**config.mk**
```make
export PLATFORM = sky130hd
export DESIGN_NAME = mem_port_arbiter
export DESIGN_NICKNAME = d
export VERILOG_FILES = /design/src/rtl/cpu_mem_pkg.sv /design/src/rtl/mem_nibble_merge.sv /design/src/rtl/mem_port_arbiter.sv
export SDC_FILE = /design/constraint.sdc
export NUM_CORES = 1
export LEC_CHECK = 0
export CORE_UTILIZATION = 30
export CTS_CLUSTER_DIAMETER = 100
export DETAILED_ROUTE_END_ITERATION = 16
export PLACE_DENSITY = 0.61
export SLEW_MARGIN = 25
export SYNTH_ARGS = -nofsm -noshare
export SYNTH_HDL_FRONTEND = slang
export SYNTH_SLANG_ARGS = --single-unit
```
**constraint.sdc**
```tcl
create_clock -name clk -period 5.3 [get_ports clk]
set_input_delay 0.795 -clock clk [delete_from_list [all_inputs] [get_ports clk]]
set_output_delay 0.795 -clock clk [all_outputs]
set_load 0.01 [all_outputs]
```
**src/rtl/cpu_mem_pkg.sv**
```systemverilog
// Shared definitions for the MEM-stage RAM port: ReadMem encodings, arbiter
// states and nibble geometry.
package cpu_mem_pkg;

    localparam int unsigned DATA_W  = 16;
    localparam int unsigned NIB_W   = 4;
    localparam int unsigned NIB_CNT = DATA_W / NIB_W;
    localparam int unsigned QSEL_W  = 2;
    localparam int unsigned LAT_W   = 3;

    typedef enum logic [1:0] {
        RM_NONE    = 2'b00,
        RM_WORD    = 2'b01,
        RM_QUARTER = 2'b10
    } read_mem_e;

    typedef enum logic [2:0] {
        ST_IDLE,
        ST_D_RD,
        ST_D_RMW_RD,
        ST_D_RMW_WR,
        ST_D_WR,
        ST_I_RD
    } arb_state_e;

endpackage

```
**src/rtl/mem_nibble_merge.sv**
```systemverilog
// Quarter (nibble) extract and insert on a 16-bit word; shared by the
// quarter-read return path and the read-modify-write store path.
module mem_nibble_merge
    import cpu_mem_pkg::*;
(
    input  logic [DATA_W-1:0] word_i,
    input  logic [QSEL_W-1:0] sel_i,
    input  logic [NIB_W-1:0]  nib_i,
    output logic [NIB_W-1:0]  nib_o,
    output logic [DATA_W-1:0] merged_o
);

    always_comb begin
        nib_o    = '0;
        merged_o = word_i;
        for (int unsigned n = 0; n < NIB_CNT; n++) begin
            if (sel_i == QSEL_W'(n)) begin
                nib_o                     = word_i[n*NIB_W +: NIB_W];
                merged_o[n*NIB_W +: NIB_W] = nib_i;
            end
        end
    end

endmodule

```
**src/rtl/mem_port_arbiter.sv**
```systemverilog
// Single-port data RAM sequencer shared between MEM-stage data and IF fetch.
// Optional perf counters are built when ARB_PERF_CNT_EN is defined.
module mem_port_arbiter
    import cpu_mem_pkg::*;
#(
    parameter int unsigned RAM_LAT    = 1,
    parameter int unsigned STARVE_MAX = 4
) (
    input  logic                clk,
    input  logic                rst,
    input  logic [DATA_W-1:0]   d_addr,
    input  logic [1:0]          d_read_mem,
    input  logic                d_write_mem,
    input  logic [QSEL_W-1:0]   d_quarter,
    input  logic [DATA_W-1:0]   d_wdata,
    output logic [DATA_W-1:0]   d_rdata,
    output logic                d_done,
    output logic                stall_mem,
    input  logic                i_req,
    input  logic [DATA_W-1:0]   i_addr,
    output logic [DATA_W-1:0]   i_rdata,
    output logic                i_valid,
    output logic [DATA_W-1:0]   ram_addr,
    output logic [DATA_W-1:0]   ram_wdata,
    output logic                ram_re,
    output logic                ram_we,
    input  logic [DATA_W-1:0]   ram_rdata
`ifdef ARB_PERF_CNT_EN
    ,
    output logic [15:0]         perf_stall_cnt,
    output logic [15:0]         perf_fetch_wait_cnt
`endif
);

    localparam int unsigned STARVE_W = $clog2(STARVE_MAX + 1);

    arb_state_e          state_q;
    logic [LAT_W-1:0]    lat_q;
    logic [STARVE_W-1:0] starve_q, starve_d;
    logic [DATA_W-1:0]   addr_q;
    logic [QSEL_W-1:0]   qsel_q;
    logic [NIB_W-1:0]    wnib_q;
    logic                rd_quarter_q;

    logic [DATA_W-1:0]   ram_addr_q, ram_wdata_q;
    logic                ram_re_q, ram_we_q;
    logic                d_done_q, i_valid_q;

    logic                d_req, fetch_first, take_d, take_i;
    logic [NIB_W-1:0]    rd_nib;
    logic [DATA_W-1:0]   merged;

    mem_nibble_merge u_merge (
        .word_i   (ram_rdata),
        .sel_i    (qsel_q),
        .nib_i    (wnib_q),
        .nib_o    (rd_nib),
        .merged_o (merged)
    );

    always_comb begin
        d_req       = d_write_mem | (d_read_mem != RM_NONE);
        fetch_first = (starve_q == STARVE_W'(STARVE_MAX)) && i_req;
        take_d      = (state_q == ST_IDLE) && d_req && !fetch_first;
        take_i      = (state_q == ST_IDLE) && i_req && !take_d;
        starve_d    = starve_q;
        if (take_i) begin
            starve_d = '0;
        end else if (i_req && (starve_q != STARVE_W'(STARVE_MAX))) begin
            starve_d = starve_q + STARVE_W'(1);
        end
    end

    always_ff @(posedge clk) begin
        if (rst) begin
            state_q      <= ST_IDLE;
            lat_q        <= '0;
            starve_q     <= '0;
            addr_q       <= '0;
            qsel_q       <= '0;
            wnib_q       <= '0;
            rd_quarter_q <= 1'b0;
            ram_addr_q   <= '0;
            ram_wdata_q  <= '0;
            ram_re_q     <= 1'b0;
            ram_we_q     <= 1'b0;
            d_done_q     <= 1'b0;
            i_valid_q    <= 1'b0;
        end else begin
            // Strobes and bus values are single-cycle; each state re-asserts what it needs.
            ram_addr_q  <= '0;
            ram_wdata_q <= '0;
            ram_re_q    <= 1'b0;
            ram_we_q    <= 1'b0;
            d_done_q    <= 1'b0;
            i_valid_q   <= 1'b0;
            starve_q    <= starve_d;

            case (state_q)
                ST_IDLE: begin
                    if (take_d) begin
                        addr_q       <= d_addr;
                        qsel_q       <= d_quarter;
                        wnib_q       <= d_wdata[NIB_W-1:0];
                        rd_quarter_q <= (d_read_mem == RM_QUARTER);
                        lat_q        <= '0;
                        ram_addr_q   <= d_addr;
                        if (d_write_mem && (d_read_mem == RM_QUARTER)) begin
                            state_q  <= ST_D_RMW_RD;
                            ram_re_q <= 1'b1;
                        end else if (d_write_mem) begin
                            state_q     <= ST_D_WR;
                            ram_we_q    <= 1'b1;
                            ram_wdata_q <= d_wdata;
                            d_done_q    <= 1'b1;
                        end else begin
                            state_q  <= ST_D_RD;
                            ram_re_q <= 1'b1;
                        end
                    end else if (take_i) begin
                        state_q    <= ST_I_RD;
                        lat_q      <= '0;
                        ram_re_q   <= 1'b1;
                        ram_addr_q <= i_addr;
                    end
                end

                ST_D_RD, ST_I_RD: begin
                    // lat_q counts from the strobe cycle; the pulse lands when read data is valid.
                    if (lat_q == LAT_W'(RAM_LAT)) begin
                        state_q <= ST_IDLE;
                    end else begin
                        lat_q <= lat_q + LAT_W'(1);
                        if (lat_q == LAT_W'(RAM_LAT - 1)) begin
                            if (state_q == ST_D_RD) begin
                                d_done_q <= 1'b1;
                            end else begin
                                i_valid_q <= 1'b1;
                            end
                        end
                    end
                end

                ST_D_RMW_RD: begin
                    if (lat_q == LAT_W'(RAM_LAT)) begin
                        state_q     <= ST_D_RMW_WR;
                        ram_we_q    <= 1'b1;
                        ram_addr_q  <= addr_q;
                        ram_wdata_q <= merged;
                        d_done_q    <= 1'b1;
                    end else begin
                        lat_q <= lat_q + LAT_W'(1);
                    end
                end

                ST_D_RMW_WR, ST_D_WR: begin
                    state_q <= ST_IDLE;
                end

                default: begin
                    state_q <= ST_IDLE;
                end
            endcase
        end
    end

    // Outputs are forced low while rst is high so an aborted access cannot strobe or complete.
    always_comb begin
        ram_addr  = rst ? '0 : ram_addr_q;
        ram_wdata = rst ? '0 : ram_wdata_q;
        ram_re    = ram_re_q & ~rst;
        ram_we    = ram_we_q & ~rst;
        d_done    = d_done_q & ~rst;
        i_valid   = i_valid_q & ~rst;
        stall_mem = d_req & ~d_done_q & ~rst;
        d_rdata   = '0;
        if (d_done_q && (state_q == ST_D_RD) && !rst) begin
            d_rdata = rd_quarter_q ? {{(DATA_W-NIB_W){1'b0}}, rd_nib} : ram_rdata;
        end
        i_rdata = (i_valid_q && !rst) ? ram_rdata : '0;
    end

`ifdef ARB_PERF_CNT_EN
    logic [15:0] perf_stall_q;
    logic [15:0] perf_wait_q;

    always_ff @(posedge clk) begin
        if (rst) begin
            perf_stall_q <= '0;
            perf_wait_q  <= '0;
        end else begin
            if (stall_mem && (perf_stall_q != '1)) begin
                perf_stall_q <= perf_stall_q + 16'd1;
            end
            if (i_req && !take_i && (perf_wait_q != '1)) begin
                perf_wait_q <= perf_wait_q + 16'd1;
            end
        end
    end

    assign perf_stall_cnt      = rst ? '0 : perf_stall_q;
    assign perf_fetch_wait_cnt = rst ? '0 : perf_wait_q;
`endif

    a_no_re_we: assert property (@(posedge clk) disable iff (rst) !(ram_re && ram_we));

endmodule

```
# ---- After elaboration in Yosys (flattened, before gate mapping)
# Index checks and enable logic that the tools add are counted.
dict set report word_totals {
  wordCells 114
  out_inout_bits 69
  regBits 68
  in_bits 72
}
dict set report op_classes {
  bitwise 12
  n_eq_ne 14
  muxes 47
  n_reduce_logical 26
  n_addsub 2
}
# cell count
set op_table {}
lappend op_table {{16-bit two-way mux} 12}
lappend op_table {{16-bit one-hot mux with 2 select lines} 2}
lappend op_table {{4-bit two-way mux} 8}
lappend op_table {{3-bit two-way mux} 9}
lappend op_table {{1-bit two-way mux} 12}
lappend op_table {{1-bit logical AND} 10}
lappend op_table {{3-bit one-hot mux with 3 select lines} 1}
lappend op_table {{3-bit by 1-bit adder with 3-bit output (second input constant)} 2}
lappend op_table {{1-bit bitwise AND} 6}
lappend op_table {{2-bit == test (second input constant)} 3}
lappend op_table {{3-bit by 1-bit == test with 1-bit output (second input constant)} 2}
lappend op_table {{3-bit == test (second input constant)} 2}
lappend op_table {{3-bit logical NOT} 2}
lappend op_table {{2-bit != test (second input constant)} 3}
lappend op_table {{3-bit != test (second input constant)} 2}
lappend op_table {{3-bit one-hot mux with 2 select lines} 1}
lappend op_table {{3-bit AND reduction} 2}
lappend op_table {{2-bit OR reduction} 3}
lappend op_table {{1-bit NOT} 5}
lappend op_table {{2-bit nonzero test} 2}
lappend op_table {{4-bit OR reduction} 1}
lappend op_table {{3-bit by 2-bit == test with 1-bit output (second input constant)} 1}
lappend op_table {{1-bit logical NOT} 3}
lappend op_table {{1-bit one-hot mux with 3 select lines} 1}
lappend op_table {{6 further kinds} 6}

# ---- Longest topological paths before layout
# Gate-level depths: netlist of the first run.
dict set report logic_depth {
  ltp_word 9
  mapped_depth 8
  mapped_depth_nobuf 6
}

# ---- By module
# A second synthesis of the first run with hierarchy kept.
dict set report hier_totals {
  hier_cells 380
  area_unflattened_um2 3448.3
}
# mod seq_area_each_um2 n_inst cells_each area_per_inst_um2
set by_module_without_submodules {}
lappend by_module_without_submodules {mem_port_arbiter 1361.3 1 353 3096.7}
lappend by_module_without_submodules {mem_nibble_merge 0.0 1 27 351.6}

# ---- Worst setup path before layout of the first run
# Ideal clock, no wire load.
dict set report synth_path {
  kind {input-to-output}
  start {input port rst}
  end {output port d_rdata[10]}
  required_time_ns 4.505
  slack_ns 2.580
  path_stages 6
  arrival_ns 1.925
  path_buffers 2
  cell_sequence {clkbuf_1 > nor2b_1 > nand3_1 > nor2_1 > clkbuf_1 > and2_1}
}
dict set report synth_between {
  elab_chain_len 3
}
# item line
set synth_lines {}
lappend synth_lines {{start: declaration} mem_port_arbiter.sv:10} ;# input logic rst,
lappend synth_lines {{1-bit logical NOT} mem_port_arbiter.sv:177} ;# if (d_done_q && (state_q == ST_D_RD) && !rst) begin
lappend synth_lines {{1-bit logical AND} mem_port_arbiter.sv:177}
lappend synth_lines {{16-bit two-way mux} mem_port_arbiter.sv:177}
lappend synth_lines {{end: declaration} mem_port_arbiter.sv:16} ;# output logic [DATA_W-1:0] d_rdata,
# Every way passes these cells.

# ---- Worst setup path after layout of the first run
dict set report layout_path {
  start {input port rst}
  end {output port d_rdata[4]}
}
# The elaborated chain is that of the path after synthesis.

==> PnR_summary.wiki, run 1 <==
{| class="wikitable"
! Metric !! Value
|-
| Clk_skew || 0.0106 ns
|-
| Die outline width || around 110 um
|-
| Syn-to-layout area delta || 53.4%
|-
| Pwr per Cell Area || ~390 nW/um^2
|-
| Slew of the pin with the lowest slew margin || ~0.95 ns
|-
| Count of nets left with antenna violations after detail routing || 0
|-
| Htree depth || 3
|-
| Die Y-Extent || approximately 110 um
|-
| Final hold violations || 0
|-
| Final routed DRC violation total || 0
|-
| RD Place Congestion || 0.754
|-
| Layout cells sized above 1 || 0.117
|-
| Cell leakage power || approximately 1.9 nW
|-
| HP Class || register to register
|-
| Overflow left after global routing || 0
|-
| Post-Syn Area || 3480 um^2
|-
| Sink Count || around 70
|-
| Total inserted antenna cells || 0
|-
| Largest area contributor in the synthesized netlist || sky130_fd_sc_hd__dfxtp_1
|-
| Initial antenna violation count || 0
|-
| CP Launch Type || primary input
|-
| Number of clock buffers inserted by TritonCTS || 9
|-
| Maximum clock frequency || between 0.2 and 0.3 GHz
|-
| 1st-pass router iterations || 4
|-
| Count of hold buffers inserted by post-cts repair || 0
|-
| Combined global-route utilization of all metal layers || 0.178
|-
| Effective utilization at floorplan || 0.314
|-
| Final count of negative-setup-slack endpoints || 0
|-
| Peak VDD IR || approximately 0.21 mV
|-
| Data required time of the worst path || around 4.5 ns
|-
| RSZ-0062 raised after global routing || false
|-
| Count of standard-cell rows || 38
|-
| Global-route wire length before repair || 16300 um
|-
| Maximum Capacitance Violations || 0
|-
| Core Footprint || between 10000 and 15000 um^2
|-
| Remaining max-slew budget at the tightest pin || 0.366
|-
| Post-CTS repair timing setup buffer count || 0
|-
| Number of warnings reported in the yosys synthesis log || 0
|-
| Count of state elements after synthesis || 68
|-
| Final-layout setup total negative slack || 0 ns
|-
| Top cells by area in the synthesized netlist || sky130_fd_sc_hd__dfxtp_1, sky130_fd_sc_hd__nor2b_1, sky130_fd_sc_hd__a21oi_1, sky130_fd_sc_hd__nand2_1, sky130_fd_sc_hd__and2_1
|-
| Outcome || completed
|-
| Via count of the first global-routing pass || roughly 3.3k
|-
| Clock Path Buffers || 2
|-
| Number of standard cells after synthesis || around 420
|-
| Number of input and output port buffers inserted || between 100 and 150
|-
| Share of the yosys chip area belonging to registers || 0.392
|-
| Count of instances resized after the clock tree is built || 0
|-
| Dominant register cell in the synthesized netlist || sky130_fd_sc_hd__dfxtp_1
|-
| Post-synthesis cell type count || 42
|-
| Share of the cycle needed by the critical path after routing || 0.643
|-
| Total Wirelength || between 10000 and 15000 um
|-
| TritonCTS clock tree || built
|-
| Clock latency at the later pin of the worst-skew pair || roughly 0.33 ns
|-
| Slew Viols, Final || 0
|-
| Setup CP Type || primary input to output port
|-
| Share of the synthesized area in the top cell type || 0.392
|-
| HPWL after detailed placement || 7710 um
|-
| Ports placed on the boundary || ~140
|-
| Endpoint kind of the worst setup timing path || output port
|-
| Final period demand of the worst path || approximately 3.4 ns
|-
| Crit path DAT || between 2 and 3 ns
|-
| Net count after synthesis || about 500
|-
| Routed length per placed instance || around 15 um
|-
| Asr flop ratio synth || 0
|-
| Number of nets in the final layout || around 620
|-
| Vias || 3401
|-
| Tot Pwr || 2.09 mW
|-
| Number of vias per cell after detailed routing || between 4 and 5
|-
| Maximum number of pins on one net before global-route repair || 72
|-
| Post-synthesis average cell area || between 8 and 9 um^2
|-
| Die Area || about 12000 um^2
|-
| Clock-pin slew reported for the worst setup and hold paths after clock tree synthesis || around 0.060 ns
|-
| Number of enable-type register cells in the synthesized netlist || 0
|-
| Root buf cell || sky130_fd_sc_hd__clkbuf_16
|-
| First-iteration detailed-routing DRC count || about 150
|-
| Max Fanout on Critical Path || 12
|}
where the power goes:
part           internal (mW)  total (mW)  switching, mW
combinational          0.303       0.663          0.360
clock                  0.506       0.726          0.220
sequential             0.621       0.699         0.0778
layer usage:
layer	up-vias	routed length, um	global-route usage
met5	-	0	0
met4	0	140	0.0638
met3	11	595	0.0403
met2	87	5340	0.313
met1	1615	4520	0.211
li1	1688	-	-
placed cells by master, fill, tap and decap left out, drive strengths merged, types with 2 or more instances in the layout:
cell	count
or3	5
and2	29
ha	5
nand2b	7
nor2b	45
clkbuf	9
o22ai	4
a211oi	5
dfxtp	68
nand3	9
nor3	10
clkdlybuf4s50	139
buf	7
a22oi	33
o211ai	2
nand2	50
bufinv	4
clkinv	2
o21ai	2
nor2	28
nor4	2
a21oi	47
inv	8
mux2	16
flip-flops by register name, summed over array words and instances, names as in the netlist:
name and cells:
d_done_q 1, i_valid_q 1, wnib_q 4, ram_re_q 1
qsel_q 2, state_q 3, ram_we_q 1, rd_quarter_q 1
ram_addr_q 16, starve_q 3, ram_wdata_q 16, lat_q 3
addr_q 16
stage by stage:
stage               std cells  instance area [um^2]  setup WS (ns)  hold WS (ns)   util
global placement          674                  4960           1.99         0.441  0.448
finish                    689                  5330           1.89         0.455  0.481
floorplan                 418                  3480           2.58         0.436      -
CTS                       689                  5330           1.86         0.458  0.481
detailed placement        674                  4960           1.86         0.450  0.448
global route              689                  5330           1.67         0.470  0.481
kinds of logic after synthesis:
group           after synthesis  share of synthesized area
xor+xnor                      2                    0.00504
simple gates                190                      0.292
fa+ha+maj                     5                     0.0180
flops                        68                      0.392
buf+inv                      38                     0.0472
mux                          17                     0.0547
compound gates               98                      0.191
synth_stat cells, types with 8 or more instances:
cell                        n
sky130_fd_sc_hd__nor3_1     9
sky130_fd_sc_hd__nor2_1    19
sky130_fd_sc_hd__a22oi_1   24
sky130_fd_sc_hd__nand2_1   50
sky130_fd_sc_hd__a21oi_1   46
sky130_fd_sc_hd__nor2b_1   45
sky130_fd_sc_hd__dfxtp_1   68
sky130_fd_sc_hd__and2_1    29
sky130_fd_sc_hd__mux2_2    16
sky130_fd_sc_hd__nor2_2     9
sky130_fd_sc_hd__nand3_1    9
sky130_fd_sc_hd__inv_1      8
sky130_fd_sc_hd__buf_2      8
sky130_fd_sc_hd__clkbuf_1  18
sky130_fd_sc_hd__a22oi_2    9
final cells by class:
cell class / instances / area (um^2)
clock inverters: 6 / 138
well taps: 140 / 175
repair buffers: 146 / 1440
fillers: 1084 / 5750
clock buffers: 9 / 225
inverters: 8 / 30.0
multi-input cells: 312 / 1960
flip-flops and latches: 68 / 1360
critical path: stages:
cell and delay [ns]:
sky130_fd_sc_hd__buf_2 0.13, sky130_fd_sc_hd__nor2b_1 0.15, sky130_fd_sc_hd__nand3_1 0.20, sky130_fd_sc_hd__nor2_1 0.57, sky130_fd_sc_hd__and2_1 0.22, sky130_fd_sc_hd__clkdlybuf4s50_1 0.54
worst paths after layout:
path	start	to	slack, ns	cells past startpoint
max	rst	d_rdata[4]	1.89	6
min reg2reg	addr_q[0]$_SDFFE_PP0P_	addr_q[0]$_SDFFE_PP0P_	0.45	2
max reg2reg	state_q[0]$_SDFFE_PP0P_	state_q[0]$_SDFFE_PP0P_	3.25	4
min	addr_q[0]$_SDFFE_PP0P_	addr_q[0]$_SDFFE_PP0P_	0.45	2
Power figures use the tool's default switching activity.
==> run 2, diff against run 1 <==
clock period = 3.25 ns   (was 5.3 ns; I/O delays follow)
==> PnR_summary.wiki, run 2 (synthesized netlist as in run 1, its figures left out) <==
{| class="wikitable"
! Metric !! Value
|-
| Top delay family on crit path || buffers and inverters
|-
| Hold Path Depth || 2 (unchanged)
|-
| Peak VDD IR || 0.298 mV (+42%)
|-
| Number of nets in the final layout || 626 (+0.64%)
|-
| Share of the cycle needed by the critical path after routing || 0.828
|-
| Total net switching power || 1.09 mW (+66%)
|-
| Slack of the critical path || 0.558 ns (-1.33 ns)
|-
| Setup CP Type || primary input to output port
|-
| Post-CTS repair timing setup buffer count || 0 (unchanged)
|-
| Sink Count || 68 (unchanged)
|-
| Clock latency at the later pin of the worst-skew pair || 0.32 ns (about the same)
|-
| Total Wirelength || 10800 um (+2.1%)
|-
| Slew Viols, Final || 0 (unchanged)
|-
| Number of vias per cell after detailed routing || 4.94 (about the same)
|-
| Die Y-Extent || 110 um (unchanged)
|-
| Clock-pin slew reported for the worst setup and hold paths after clock tree synthesis || 0.06 ns (about the same)
|-
| Syn-to-layout area delta || 52.1%
|-
| Effective utilization at floorplan || 0.314 (unchanged)
|-
| Final routed DRC violation total || 0 (unchanged)
|-
| Outcome || completed
|-
| Global-route wire length before repair || 17000 um (+4.4%)
|-
| Worst Path Buf+Inv || 2 (unchanged)
|-
| Slew of the pin with the lowest slew margin || 0.769 ns (-0.180 ns)
|-
| Clock Path Buffers || 2 (unchanged)
|-
| Remaining max-slew budget at the tightest pin || 0.487 (+0.121)
|-
| Post-placement cell area || 4990 um^2 (+0.61%)
|-
| Die Area || 12000 um^2 (unchanged)
|-
| Hold Path Sink || addr_q[0]$_SDFFE_PP0P_
|-
| Via count of the first global-routing pass || 3346 (+2.0%)
|-
| First-iteration detailed-routing DRC count || 188 (+30%)
|-
| Path depth of the worst reg2reg path || 5 (+1)
|-
| Top library cells by usage in the layout, fill and taps aside || sky130_fd_sc_hd__clkdlybuf4s50_1, sky130_fd_sc_hd__dfxtp_1, sky130_fd_sc_hd__nand2_1
|-
| Data required time of the worst path || 2.76 ns (-1.75 ns)
|-
| Maximum Capacitance Violations || 0 (unchanged)
|-
| Layout cells sized above 1 || 0.121 (+0.00458)
|-
| Overflow left after global routing || 0 (unchanged)
|-
| Number of clock buffers inserted by TritonCTS || 9 (unchanged)
|-
| Ports placed on the boundary || 141 (unchanged)
|-
| Final-layout setup total negative slack || 0 ns (unchanged)
|-
| Max Fanout on Critical Path || 4 (-8)
|-
| CP Launch Type || primary input
|-
| Cell leakage power || 1.90 nW (-1.3%)
|-
| Combinational fraction of design power || 0.344 (+0.026)
|-
| CP max-delay cell || sky130_fd_sc_hd__clkdlybuf4s50_1
|-
| HP Class || register to register
|-
| Clk_skew || 0.00967 ns (-0.000902 ns)
|-
| Die outline width || 110 um (unchanged)
|-
| Register-to-register path setup slack || 1.03 ns (-2.22 ns)
|-
| Total inserted antenna cells || 0 (unchanged)
|-
| Net switching fraction of the power || 0.341 (+0.0259)
|-
| Crit path DAT || 2.20 ns (-0.41 ns)
|-
| RD Place Congestion || 0.840 (+11%)
|-
| Count of instances resized after the clock tree is built || 0 (unchanged)
|-
| TritonCTS clock tree || built
|-
| Endpoint of the most critical register-to-register path || ram_wdata_q[3]$_SDFF_PP0_
|-
| Worst setup slack after placement || 0.573 ns (-1.29 ns)
|-
| Combined global-route utilization of all metal layers || 0.186 (+0.00819)
|-
| Final count of negative-setup-slack endpoints || 0 (unchanged)
|-
| Maximum number of pins on one net before global-route repair || 49 (-32%)
|-
| Vias || 3423 (+0.65%)
|-
| Most common library cell in the layout ignoring fill and taps || sky130_fd_sc_hd__clkdlybuf4s50_1
|-
| Core Footprint || 11100 um^2 (unchanged)
|-
| Regs by FF count || addr_q (16), ram_addr_q (16), ram_wdata_q (16)
|-
| Final period demand of the worst path || 2.69 ns
|-
| Int Power || 2.10 mW (+47%)
|-
| Crit-path most repeated cell || sky130_fd_sc_hd__clkdlybuf4s50_1
|-
| Routed length per placed instance || 15.6 um (+1.5%)
|-
| Endpoint kind of the worst setup timing path || output port
|-
| Final hold violations || 0 (unchanged)
|-
| Count of standard-cell rows || 38 (unchanged)
|-
| Design Area, Final || 5290 um^2 (-0.87%)
|-
| 1st-pass router iterations || 4 (unchanged)
|-
| Root buf cell || sky130_fd_sc_hd__clkbuf_16
|-
| Htree depth || 3 (unchanged)
|-
| Pwr per Cell Area || 604 nW/um^2 (+54%)
|-
| Number of input and output port buffers inserted || 140 (unchanged)
|-
| Initial antenna violation count || 0 (unchanged)
|-
| HPWL after detailed placement || 7800 um (+1.2%)
|-
| Fraction of power consumed by the clock network || 0.297 (-0.051)
|-
| Cell-by-cell listing of the critical path || clkdlybuf4s50_1, nand2b_1, a21oi_1, o22ai_1, a211oi_1, clkdlybuf4s50_1
|-
| Count of nets left with antenna violations after detail routing || 0 (unchanged)
|-
| Maximum clock frequency || 0.371 GHz
|-
| Crit-path max cell delay || 0.59 ns (+0.02 ns)
|-
| Start of the worst register-to-register path || state_q[1]$_SDFFE_PP0P_
|-
| Count of hold buffers inserted by post-cts repair || 0 (unchanged)
|-
| RSZ-0062 raised after global routing || false
|-
| Part of the power in registers || 0.358 (+0.023)
|-
| Min-Delay Startpoint || addr_q[0]$_SDFFE_PP0P_
|}
-- run 2: power by group through the flow --
stage / Clock, mW / Combinational (mW) / Sequential [mW]
finish: 0.950 / 1.10 / 1.14
global route: 1.01 / 1.21 / 1.17
CTS: 0.970 / 1.10 / 1.14
detailed placement: 0 / 1.10 / 1.16
global placement: 0 / 1.08 / 1.15
floorplan: 0 / 0.750 / 1.09
-- run 2: metrics by stage --
| step | util | cells | hold WS, ns | power, mW |
|---|---|---|---|---|
| global placement | 0.451 | 678 | 0.441 | 2.23 |
| detailed placement | 0.451 | 678 | 0.446 | 2.25 |
| finish | 0.477 | 693 | 0.455 | 3.19 |
| floorplan | - | 418 | 0.436 | 1.85 |
| global route | 0.477 | 693 | 0.473 | 3.38 |
| CTS | 0.477 | 693 | 0.454 | 3.21 |
-- run 2: layer usage --
metal  global-route usage  wire, um  up-vias
met2                0.323      5390       98
li1                     -         -     1695
met4               0.0495        80        0
met1                0.233      4830     1622
met3               0.0391       520        8
met5                    0         0        -
-- run 2: layout make-up --
type	instances	area, um^2
multi-input cells	312	1960
clock inverters	6	66.3
clock buffers	9	225
repair buffers	150	1470
inverters	8	30.0
well taps	140	175
fillers	1075	5790
flip-flops and latches	68	1360
-- run 2: worst max path at each step --
| stage | startpoint | to | slack [ns] | cells past startpoint |
|---|---|---|---|---|
| 2_1_floorplan | rst | d_rdata[10] | 1.15 | 6 |
| 3_3_place_gp | ram_rdata[11] | d_rdata[3] | 0.58 | 6 |
| 3_5_place_dp | ram_rdata[11] | d_rdata[3] | 0.57 | 6 |
| 4_1_cts | ram_rdata[11] | d_rdata[3] | 0.57 | 6 |
| 5_1_grt | ram_rdata[9] | d_rdata[1] | 0.40 | 6 |
| 6_report | ram_rdata[11] | d_rdata[3] | 0.56 | 6 |
-- run 2: tightest hold or removal path, stage by stage (launching register included) --
cell                      delay, ns
sky130_fd_sc_hd__dfxtp_1       0.31
sky130_fd_sc_hd__nand2_1       0.05
sky130_fd_sc_hd__a21oi_1       0.05
==> run 3, diff against run 2 <==
clock period = 2.72 ns   (was 3.25 ns; I/O delays follow)
==> PnR_summary.wiki, run 3 (synthesized netlist as in run 1, its figures left out) <==
{| class="wikitable"
! Metric !! Value
|-
| Number of clock buffers inserted by TritonCTS || 9 (unchanged)
|-
| Die Area || 12000 um^2 (unchanged)
|-
| Max Fanout on Critical Path || 13 (+9)
|-
| Count of standard-cell rows || 38 (unchanged)
|-
| Total Wirelength || 10800 um (-0.18%)
|-
| Count of nets left with antenna violations after detail routing || 0 (unchanged)
|-
| Number of input and output port buffers inserted || 140 (unchanged)
|-
| Ports placed on the boundary || 141 (unchanged)
|-
| Count of placed standard cells including taps || 679 (+0.15%)
|-
| Cell leakage power || 1.92 nW (+1.2%)
|-
| Crit-path max cell delay || 0.60 ns (about the same)
|-
| Vias || 3440 (+0.50%)
|-
| Final count of negative-setup-slack endpoints || 0 (unchanged)
|-
| 1st-pass router iterations || 4 (unchanged)
|-
| Maximum clock frequency || between 0.3 and 0.4 GHz
|-
| Final routed DRC violation total || 0 (unchanged)
|-
| Root buf cell || sky130_fd_sc_hd__clkbuf_16
|-
| Slew of the pin with the lowest slew margin || 0.435 ns (-0.334 ns)
|-
| Routed length per placed instance || 15.6 um (-0.33%)
|-
| Top delay family on crit path || flip-flops
|-
| TritonCTS clock tree || built
|-
| Crit path DAT || 2.20 ns (about the same)
|-
| Cell-by-cell listing of the critical path || or2_2, o22ai_1, a211oi_1, clkdlybuf4s50_1
|-
| Setup CP Type || register to output port
|-
| Outcome || completed
|-
| Regs by FF count || addr_q (16), ram_addr_q (16), ram_wdata_q (16)
|-
| Most utilized layer in the global route result || met2
|-
| Non-filler instance count after layout || 694 (+0.14%)
|-
| Remaining max-slew budget at the tightest pin || 0.702 (+0.215)
|-
| Clk_skew || 0.0100 ns (+0.000330 ns)
|-
| Overflow left after global routing || 0 (unchanged)
|-
| Int Power || 2.61 mW (+24%)
|-
| Die outline width || 110 um (unchanged)
|-
| Syn-to-layout area delta || 53.0%
|-
| Die Y-Extent || 110 um (unchanged)
|-
| Pwr per Cell Area || 735 nW/um^2 (+22%)
|-
| Slew Viols, Final || 0 (unchanged)
|-
| Top library cells by usage in the layout, fill and taps aside || sky130_fd_sc_hd__clkdlybuf4s50_1, sky130_fd_sc_hd__dfxtp_1, sky130_fd_sc_hd__nand2_1
|-
| First-iteration detailed-routing DRC count || 117 (-38%)
|-
| Worst Path Buf+Inv || 1 (-1)
|-
| Met3 capacity usage during global routing || 0.0385 (-0.000593)
|-
| Clock Path Buffers || 2 (unchanged)
|-
| Layout cells sized above 1 || 0.125 (+0.00339)
|-
| Initial antenna violation count || 0 (unchanged)
|-
| Most common library cell in the layout ignoring fill and taps || sky130_fd_sc_hd__clkdlybuf4s50_1
|-
| Fraction of power consumed by the clock network || 0.317 (+0.020)
|-
| RSZ-0062 raised after global routing || false
|-
| Combinational fraction of design power || 0.334 (-0.010)
|-
| Maximum number of pins on one net before global-route repair || 43 (-12%)
|-
| HPWL after detailed placement || 7750 um (-0.67%)
|-
| Global-route wire length before repair || 16900 um (-1.1%)
|-
| Clock-pin slew reported for the worst setup and hold paths after clock tree synthesis || 0.06 ns (about the same)
|-
| Final-layout setup total negative slack || 0 ns (unchanged)
|-
| Net switching fraction of the power || 0.332 (-0.00912)
|-
| Maximum Capacitance Violations || 0 (unchanged)
|-
| Core Footprint || 11100 um^2 (unchanged)
|-
| Htree depth || 3 (unchanged)
|-
| Number of vias per cell after detailed routing || 4.96 (+0.35%)
|-
| Effective utilization at floorplan || 0.314 (unchanged)
|-
| Peak VDD IR || 0.338 mV (+13%)
|-
| Count of hold buffers inserted by post-cts repair || 0 (unchanged)
|-
| Part of the power in registers || 0.349 (-0.009)
|-
| Total inserted antenna cells || 0 (unchanged)
|-
| Combined global-route utilization of all metal layers || 0.184 (-0.00256)
|-
| RD Place Congestion || 0.857 (+2.0%)
|-
| Fraction of met1 tracks used by global routing || 0.223 (-0.00960)
|-
| CP max-delay cell || sky130_fd_sc_hd__dfxtp_1
|-
| Data required time of the worst path || 2.31 ns (-0.45 ns)
|-
| Clock latency at the later pin of the worst-skew pair || 0.33 ns (about the same)
|-
| Share of the cycle needed by the critical path after routing || 0.961
|-
| Tot Pwr || 3.91 mW (+22%)
|-
| Sink Count || 68 (unchanged)
|-
| Met2 usage in global routing || 0.311 (-0.0121)
|-
| Total net switching power || 1.30 mW (+19%)
|-
| Endpoint kind of the worst setup timing path || output port
|-
| Final period demand of the worst path || 2.61 ns
|-
| Final hold violations || 0 (unchanged)
|-
| Post-CTS repair timing setup buffer count || 0 (unchanged)
|-
| HP Class || register to register
|-
| CP Launch Type || register
|-
| Number of nets in the final layout || 627 (+0.16%)
|-
| Via count of the first global-routing pass || 3364 (+0.54%)
|}
run 3: path summary, 6_finish.rpt:
check	startpoint	end	slack (ns)	cells after the start
min reg2reg	addr_q[9]$_SDFFE_PP0P_	addr_q[9]$_SDFFE_PP0P_	0.45	2
min	addr_q[9]$_SDFFE_PP0P_	addr_q[9]$_SDFFE_PP0P_	0.45	2
max	qsel_q[1]$_SDFFE_PP0P_	d_rdata[3]	0.11	4
max reg2reg	state_q[2]$_SDFFE_PP0P_	ram_wdata_q[2]$_SDFF_PP0_	0.90	5
run 3: area by class of cell:
| cell class | count | area [um^2] |
|---|---|---|
| Clock inverter | 6 | 90.1 |
| Timing Repair Buffer | 151 | 1480 |
| Tap cell | 140 | 175 |
| Clock buffer | 9 | 225 |
| Multi-Input combinational cell | 312 | 1960 |
| Sequential cell | 68 | 1360 |
| Inverter | 8 | 30.0 |
| Fill cell | 1093 | 5760 |
run 3: power groups by stage:
| stage | clock, mW | sequential (mW) | combinational [mW] |
|---|---|---|---|
| finish | 1.24 | 1.36 | 1.31 |
| global route | 1.31 | 1.40 | 1.45 |
| CTS | 1.26 | 1.36 | 1.32 |
| detailed placement | 0 | 1.39 | 1.31 |
| global placement | 0 | 1.37 | 1.29 |
| floorplan | 0 | 1.31 | 0.896 |
run 3: repair_timing:
action,in CTS,in global routing
endpoints found under the setup margin,0,2
gates resized for setup,0,1
endpoints found under the hold margin,0,0
run 3: stage by stage:
step                      hold slack (ns)   util  area, um^2  setup WS (ns)
after global placement              0.441  0.451        5000          0.222
after detailed placement            0.449  0.451        5000          0.202
after floorplan                     0.436      -        3480          0.774
after CTS                           0.456  0.480        5320          0.103
final                               0.455  0.480        5320          0.107
after global routing                0.487  0.480        5320        0.00606
run 3: layer usage:
layer  wire length (um)  up-vias
met5                  0        -
met2               5200      106
met4                283        0
met1               4660     1610
met3                659       23
li1                   -     1701
run 3: worst reg2reg max path, cell delays in order, from the launching register on:
cell and delay (ns):
sky130_fd_sc_hd__dfxtp_1 0.37, sky130_fd_sc_hd__or3_1 0.53, sky130_fd_sc_hd__nor4_4 0.29, sky130_fd_sc_hd__buf_4 0.31, sky130_fd_sc_hd__a22oi_1 0.14, sky130_fd_sc_hd__nor2_1 0.11
